==> config.mk <==
export PLATFORM = sky130hd
export DESIGN_NAME = framebuf_ctrl
export DESIGN_NICKNAME = d
export VERILOG_FILES = /design/src/rtl/framebuf_ctrl.sv
export SDC_FILE = /design/constraint.sdc
export NUM_CORES = 1
export LEC_CHECK = 0
export CAP_MARGIN = 20
export CELL_PAD_IN_SITES_DETAIL_PLACEMENT = 1
export CELL_PAD_IN_SITES_GLOBAL_PLACEMENT = 2
export CORE_AREA = 2 2 104 106
export DETAILED_ROUTE_END_ITERATION = 8
export DIE_AREA = 0 0 106 108
export DONT_BUFFER_PORTS = 1
export PLACE_DENSITY_LB_ADDON = 0.1
export SYNTH_ARGS = -nofsm -noshare
export SYNTH_HDL_FRONTEND = slang
export SYNTH_SLANG_ARGS = --single-unit
==> constraint.sdc <==
create_clock -name clk -period 5.8 [get_ports clk]
set_clock_uncertainty 0.05 [all_clocks]
set_input_delay 0.58 -clock clk [delete_from_list [all_inputs] [get_ports clk]]
set_output_delay 0.58 -clock clk [all_outputs]
set_load 0.005 [all_outputs]
==> src/rtl/framebuf_ctrl.sv <==
`timescale 1ns/1ps
// framebuf_ctrl: sequences a 128x128 RGB frame buffer through one load/drain
// cycle per start pulse. Upstream and downstream use valid/ready; the buffer
// uses four-phase req/ack on both its receive and send sides. Any buffer
// handshake edge that stalls for TIMEOUT cycles parks the controller in ERR.
module framebuf_ctrl #(
  parameter int PIXELS  = 16384,
  parameter int CNT_W   = 14,
  parameter int TIMEOUT = 1023
) (
  input  logic             clk,
  input  logic             reset,
  input  logic             start,
  input  logic             in_valid,
  output logic             in_ready,
  input  logic [23:0]      in_pixel,
  output logic             out_valid,
  input  logic             out_ready,
  output logic [23:0]      out_pixel,
  input  logic             buf_recev_req,
  output logic             buf_recev_ack,
  output logic [23:0]      buf_pixel_in,
  output logic             buf_send_req,
  input  logic             buf_send_ack,
  input  logic [23:0]      buf_pixel_out,
  output logic             busy,
  output logic             done,
  output logic             error,
  output logic [CNT_W-1:0] pix_count,
  output logic [7:0]       frame_count,
  output logic [3:0]       state_out
);

  localparam int WAIT_W = $clog2(TIMEOUT + 1);
  localparam logic [CNT_W-1:0]  LAST_PIX  = CNT_W'(PIXELS - 1);
  localparam logic [WAIT_W-1:0] WAIT_LAST = WAIT_W'(TIMEOUT - 1);

  typedef enum logic [3:0] {
    IDLE    = 4'd0,
    LD_WAIT = 4'd1,
    LD_ACK  = 4'd2,
    LD_REL  = 4'd3,
    DR_REQ  = 4'd4,
    DR_REL  = 4'd5,
    DR_HOLD = 4'd6,
    DONE    = 4'd7,
    ERR     = 4'd8
  } state_t;

  state_t            state_q, state_d;
  logic [CNT_W-1:0]  pix_q, pix_d;
  logic [7:0]        frame_q, frame_d;
  logic [WAIT_W-1:0] wait_q, wait_d;
  logic              err_q, err_d;
  logic              ov_q, ov_d;
  logic [23:0]       bpi_q, bpi_d;
  logic [23:0]       op_q, op_d;
  logic              timed_out;

  // The final timed cycle of a stalled handshake edge is the one that trips ERR.
  assign timed_out = (wait_q == WAIT_LAST);

  // State, counters and the two pixel holding registers.
  always_ff @(posedge clk or negedge reset) begin
    if (!reset) begin
      state_q <= IDLE;
      pix_q   <= '0;
      frame_q <= '0;
      wait_q  <= '0;
      err_q   <= 1'b0;
      ov_q    <= 1'b0;
      bpi_q   <= '0;
      op_q    <= '0;
    end else begin
      state_q <= state_d;
      pix_q   <= pix_d;
      frame_q <= frame_d;
      wait_q  <= wait_d;
      err_q   <= err_d;
      ov_q    <= ov_d;
      bpi_q   <= bpi_d;
      op_q    <= op_d;
    end
  end

  // Next-state logic for the load/drain sequence and the handshake watchdog.
  always_comb begin
    state_d = state_q;
    pix_d   = pix_q;
    frame_d = frame_q;
    err_d   = err_q;
    ov_d    = ov_q;
    bpi_d   = bpi_q;
    op_d    = op_q;
    wait_d  = wait_q;
    case (state_q)
      IDLE: begin
        if (start) begin
          state_d = LD_WAIT;
          pix_d   = '0;
          err_d   = 1'b0;
        end
      end
      LD_WAIT: begin
        if (buf_recev_req && in_valid) begin
          bpi_d   = in_pixel;
          state_d = LD_ACK;
        end
      end
      LD_ACK: begin
        if (!buf_recev_req)  state_d = LD_REL;
        else if (timed_out)  state_d = ERR;
      end
      LD_REL: begin
        if (pix_q == LAST_PIX) begin
          pix_d   = '0;
          state_d = DR_REQ;
        end else begin
          pix_d   = pix_q + CNT_W'(1);
          state_d = LD_WAIT;
        end
      end
      DR_REQ: begin
        if (buf_send_ack)    state_d = DR_REL;
        else if (timed_out)  state_d = ERR;
      end
      DR_REL: begin
        // Buffer data is valid once it has dropped its ack.
        if (!buf_send_ack) begin
          op_d    = buf_pixel_out;
          ov_d    = 1'b1;
          state_d = DR_HOLD;
        end else if (timed_out) begin
          state_d = ERR;
        end
      end
      DR_HOLD: begin
        if (out_ready) begin
          ov_d = 1'b0;
          if (pix_q == LAST_PIX) begin
            state_d = DONE;
          end else begin
            pix_d   = pix_q + CNT_W'(1);
            state_d = DR_REQ;
          end
        end
      end
      DONE: begin
        frame_d = frame_q + 8'd1;
        pix_d   = '0;
        state_d = IDLE;
      end
      ERR:     state_d = ERR;
      default: state_d = IDLE;
    endcase

    if (state_d == ERR) err_d = 1'b1;

    // Watchdog restarts on every state change and only runs on buffer edges.
    if (state_d != state_q) begin
      wait_d = '0;
    end else if (state_q == LD_ACK || state_q == DR_REQ || state_q == DR_REL) begin
      wait_d = wait_q + WAIT_W'(1);
    end
  end

  assign in_ready      = (state_q == LD_WAIT) && buf_recev_req && in_valid;
  assign buf_recev_ack = (state_q == LD_ACK);
  assign buf_send_req  = (state_q == DR_REQ);
  assign buf_pixel_in  = bpi_q;
  assign out_valid     = ov_q;
  assign out_pixel     = op_q;
  assign busy          = (state_q != IDLE) && (state_q != ERR);
  assign done          = (state_q == DONE);
  assign error         = err_q;
  assign pix_count     = pix_q;
  assign frame_count   = frame_q;
  assign state_out     = state_q;

endmodule

# Word-level counts from Yosys, hierarchy flattened

Index checks and enable logic that the tools add are counted.

Add/sub/neg operators: 3
Equality and inequality tests: 17
Multiplexer cells: 23
Bitwise logic cells: 1
Reductions and logical operators: 18

Operators with widths:

| cell                                                                  | number |
|---|---|
| 14-bit two-way mux                                                    | 4 |
| 14-bit case mux with 4 select lines                                   | 1 |
| 4-bit case mux with 8 select lines                                    | 1 |
| 4-bit two-way mux                                                     | 7 |
| 10-bit two-way mux                                                    | 2 |
| 4-bit by 3-bit equality test with 1-bit output, second input constant | 4 |
| 14-bit by 1-bit adder with 14-bit output, second input constant       | 1 |
| 14-bit equality test, second input constant                           | 1 |
| 10-bit by 1-bit adder with 10-bit output, second input constant       | 1 |
| 10-bit equality test, second input constant                           | 1 |
| 8-bit by 1-bit adder with 8-bit output, second input constant         | 1 |
| 4-bit by 2-bit equality test with 1-bit output, second input constant | 2 |
| 4-bit equality test, second input constant                            | 2 |
| 2-bit != test, second input constant                                  | 4 |
| 2-bit nonzero test                                                    | 4 |
| 4-bit nonzero test                                                    | 2 |
| 2-bit AND reduction                                                   | 3 |
| 1-bit two-way mux                                                     | 5 |
| 4-bit by 1-bit equality test with 1-bit output, second input constant | 1 |
| 1-bit logical AND                                                     | 4 |
| 4-bit logical NOT                                                     | 1 |
| 4-bit != test                                                         | 1 |
| 4-bit != test, second input constant                                  | 1 |
| 4-bit AND reduction                                                   | 1 |
| other kinds (6)                                                       | 7 |

Register bits after elaboration: 86
Output and inout port bits: 81
Logic and storage cells: 70

# Longest topological paths before layout

Depth in word-level cells: 7
Gate-level depth with buffers: 8

# Worst setup path after synthesis

OpenSTA, ideal clock, no wires.

Path type: flip-flop to output port
From: register state_q[0], in the netlist state_out[0]
To: output port in_ready
Arrival time: 1.480 ns
Data required time: 5.170 ns
Path slack: 3.690 ns
Cell stages (with the launch flop): 7
Buffers on the path: 3
Cells stage by stage: dfrtp_1 buf_6 buf_2 nand3_1 nand3b_1 inv_2 clkbuf_1

Cells in the longest elaborated chain, start to end: 3

RTL lines:

| element                                        | RTL line | RTL |
|---|---|---|
| from (decl)                                    | 50       | `state_t state_q, state_d;` |
| from (signal assigned)                         | 75       | `state_q <= state_d;` |
| 4-bit by 1-bit equality test with 1-bit output | 167      | `assign in_ready = (state_q == LD_WAIT) && buf_recev_req && in_valid;` |
| 1-bit logical AND (2 in a row)                 | 167      |  |
| to (decl)                                      | 15       | `output logic in_ready,` |

No other way between the ends.

# Final worst setup path

From: register state_q[0], in the netlist state_out[0]
To: register pix_q[11], in the netlist pix_count[11]

Cells in the longest elaborated chain, start to end: 3

RTL lines:

| element                                                                | RTL line | RTL |
|---|---|---|
| 4-bit by 3-bit equality test with 1-bit output (tied with other cells) | 96       | `case (state_q)` |
| 2-bit != test (no line) / 4-bit nonzero test (equally long branches)   | --       |  |
| 4-bit AND reduction (no line)                                          | --       |  |
| to (signal assigned)                                                   | 76       | `pix_q <= pix_d;` |
| to (decl)                                                              | 51       | `logic [CNT_W-1:0] pix_q, pix_d;` |

Parallel ways exist; a longest one is shown, timed or not.
A chain may end at the register's enable or synchronous reset.

==> results.sh <==
export IMPL_status="completed"
export IMPL_globalRoute_totalOverflow=0
export IMPL_relSlewSlack_pct=29.3
export IMPL_synthToLayoutAreaGrowth_pct=8.79
export IMPL_synthArstFlopShare_pct=100
export IMPL_antenna_found_initial=0
export IMPL_rrSetupSlack_ps=2660
export IMPL_grt_pass1_wl_um=15800
export IMPL_layout_setup_ws_ps=2660
export IMPL_regArea_um2=2150
export IMPL_period_needed_ps=3140
export IMPL_yosysWarnings=0
export IMPL_layout_nets=439
export IMPL_cp_required_ps=6030
export IMPL_p_leak_nw=2.06
export IMPL_worst_path_stages=6
export IMPL_synthCells=381
export IMPL_path_buf_inv=0
export IMPL_crit_fanout=18
export IMPL_cts_root_buf="clkbuf_8"
export IMPL_hpwl_um=6800
export IMPL_synth_seq_area_share_pct=54.6
export IMPL_clk_pin_slew_ps=90
export IMPL_cts_tree="done"
export IMPL_clk_latency_ps=360
export IMPL_peakVddDrop_mv=0.163
export IMPL_synth_avg_cell_area_um2=10.3
export IMPL_setup_violations=0
export IMPL_place_ws_ps=2560
export IMPL_final_util_pct=41.9
export IMPL_grt_util_met1_pct=22.2
export IMPL_clk_path_buf_depth=2
export IMPL_slowest_delay_ps=840
export IMPL_grt_max_degree=87
export IMPL_synth_area_um2=3940
export IMPL_setup_tns_ps=0
export IMPL_worst_slew_pin_slew_ps=1060
export IMPL_p_per_area_nw_per_um2=351
export IMPL_diodes=0
export IMPL_die_w_um=106
export IMPL_first_global_vias=3049
export IMPL_fillers=1139
export IMPL_drt_first_pass_iters=4
export IMPL_min_period_over_period_pct=54.2
export IMPL_postRouteWirelength_um=9780
export IMPL_portBuffers=0
export IMPL_critPathArrivalTime_ps=3370
export IMPL_synth_nets=440
export IMPL_synth_top_area_cell="dfrtp_1"
export IMPL_multi_input_area_um2=1690
export IMPL_synth_top_area_share_pct=54.6
export IMPL_critical_path_class="flop to flop"
export IMPL_rsz0062_at_grt="no"
export IMPL_fin_area_um2=4290
export IMPL_core_um2=10200
export IMPL_place_gp_congestion=0.766
export IMPL_wl_per_cell_um=18.8
export IMPL_synth_area_top_cells="dfrtp_1, nand2_1, mux2_2"
export IMPL_grt_use_met2_pct=28.6
export IMPL_slew_viol_final=0
export IMPL_drc=0
export IMPL_drive_above_1_share_pct=14.8
export IMPL_cp_slowest_cell="a21oi_1"
export IMPL_hold_class="input port to asynchronous set/reset pin"
export IMPL_synth_seq_cells=86
export IMPL_grt_util_met3_pct=6.39
export IMPL_cp_start_kind="flop"
export IMPL_synth_ff_type="dfrtp_1"
export IMPL_ant_nets=0
export IMPL_io_pins=136
export IMPL_placed_area_um2=4050
export IMPL_synth_edff_count=0
export IMPL_fin_cells=521
export IMPL_crit_top_cell="a21oi_1"
export IMPL_cts_buffers=9
export IMPL_reg2reg_depth=6
export IMPL_hold_ws_ps=39.9
export IMPL_chipHeight_um=108
export IMPL_end_kind="flop"
export IMPL_fmax_ghz=0.318
export IMPL_cts_sinks=86
export IMPL_drtIter0Drc=135
export IMPL_dp_cells=503
export IMPL_via_per_inst=5.38
export IMPL_maxCapViolCount=0
export IMPL_num_vias=2801
export IMPL_cp_cell_sequence="nor3_2 > nand2_1 > a21oi_1 > nand3_1 > or4_1 > a21oi_1"
export IMPL_die_area_um2=11400
export IMPL_row_count=37
export IMPL_cp_top_family="simple AND/OR/NAND/NOR gates"
export IMPL_start_util_pct=38.5
export IMPL_grt_util_all_layers_pct=17.7
export IMPL_ctsResizeCount=0
export IMPL_hold_viol=0
export IMPL_power_mw=1.51
export IMPL_synthDistinctLibCells=46
export IMPL_top_usage_layer="met2"
export IMPL_htree_levels=3
## cells in the final DEF (no fill, tap or decap), types with 5 or more instances in the layout
master / n
mux2_2: 25
nand4_1: 11
and3_1: 5
xnor2_1: 11
inv_1: 8
dfrtp_1: 86
xor2_1: 16
o21ai_0: 6
nor4_1: 9
nand2_1: 96
nor2_1: 15
nand3_1: 19
a21oi_1: 10
clkbuf_8: 9
## final timing paths
check                              endpoint      startpoint
setup / recovery              pix_count[11]    state_out[0]
hold / removal                 state_out[0]           reset
setup reg to reg              pix_count[11]    state_out[0]
hold reg to reg              frame_count[7]  frame_count[7]
max in group asynchronous      pix_count[0]           reset
min in group clk           buf_pixel_in[23]    in_pixel[23]
## flip-flops by register name (all words and copies together), names as in the netlist
register      count
out_valid         1
buf_pixel_in     24
wait_q           10
state_out         4
out_pixel        24
frame_count       8
pix_count        14
error             1
## worst reg2reg max path: stages (launching register included)
cell     delay (ps)
dfrtp_1         610
nor3_2          350
nand2_1         170
a21oi_1         840
nand3_1         380
or4_1           500
a21oi_1         160
## per-layer routing
metal / share of wire (%) / vias up
li1: - / 1298
met1: 44 / 1403
met4: 0.58 / 0
met2: 47 / 96
met5: 0 / -
met3: 9.0 / 4
## synth_stat cells, drive strengths merged (2+ instances only)
cell type	number
o21ai	7
dfrtp	86
nand3	19
and3	5
xor2	16
nand4b	2
o31ai	3
nor4	10
xnor2	11
a21o	4
and4	3
buf	6
nor3	6
a21oi	10
nand2	96
inv	9
nand3b	2
or3	2
ha	4
mux2	25
o21a	2
nor2	15
nand4	11
nand2b	3
or4b	2
clkbuf	9
or4	2
## kinds of logic after synthesis
group | share of synthesized area, %
flops | 54.6
compound gates | 5.49
buf+inv | 2.63
xor+xnor | 6.00
mux | 7.14
fa+ha+maj | 1.27
simple gates | 22.9
## cell type report
| type | count | share of cell area, % |
|---|---|---|
| Multi-Input combinational cell | 271 | 39.3 |
| Inverter | 9 | 0.788 |
| Clock inverter | 7 | 1.69 |
| Clock buffer | 9 | 2.89 |
| Sequential cell | 86 | 50.2 |
| Timing Repair Buffer | 3 | 1.17 |
| Tap cell | 136 | 3.97 |
## what timing repair did
item	CTS	global route
setup buffers	0	0
endpoints found under the hold margin	86	0
hold buffers	1	0
## report_power, final
part	internal [mW]	total [mW]	switching, mW
Sequential	0.696	0.811	0.115
Clock	0.200	0.423	0.224
Combinational	0.0910	0.272	0.181
Total	0.987	1.51	0.519
Power figures use the tool's default switching activity.
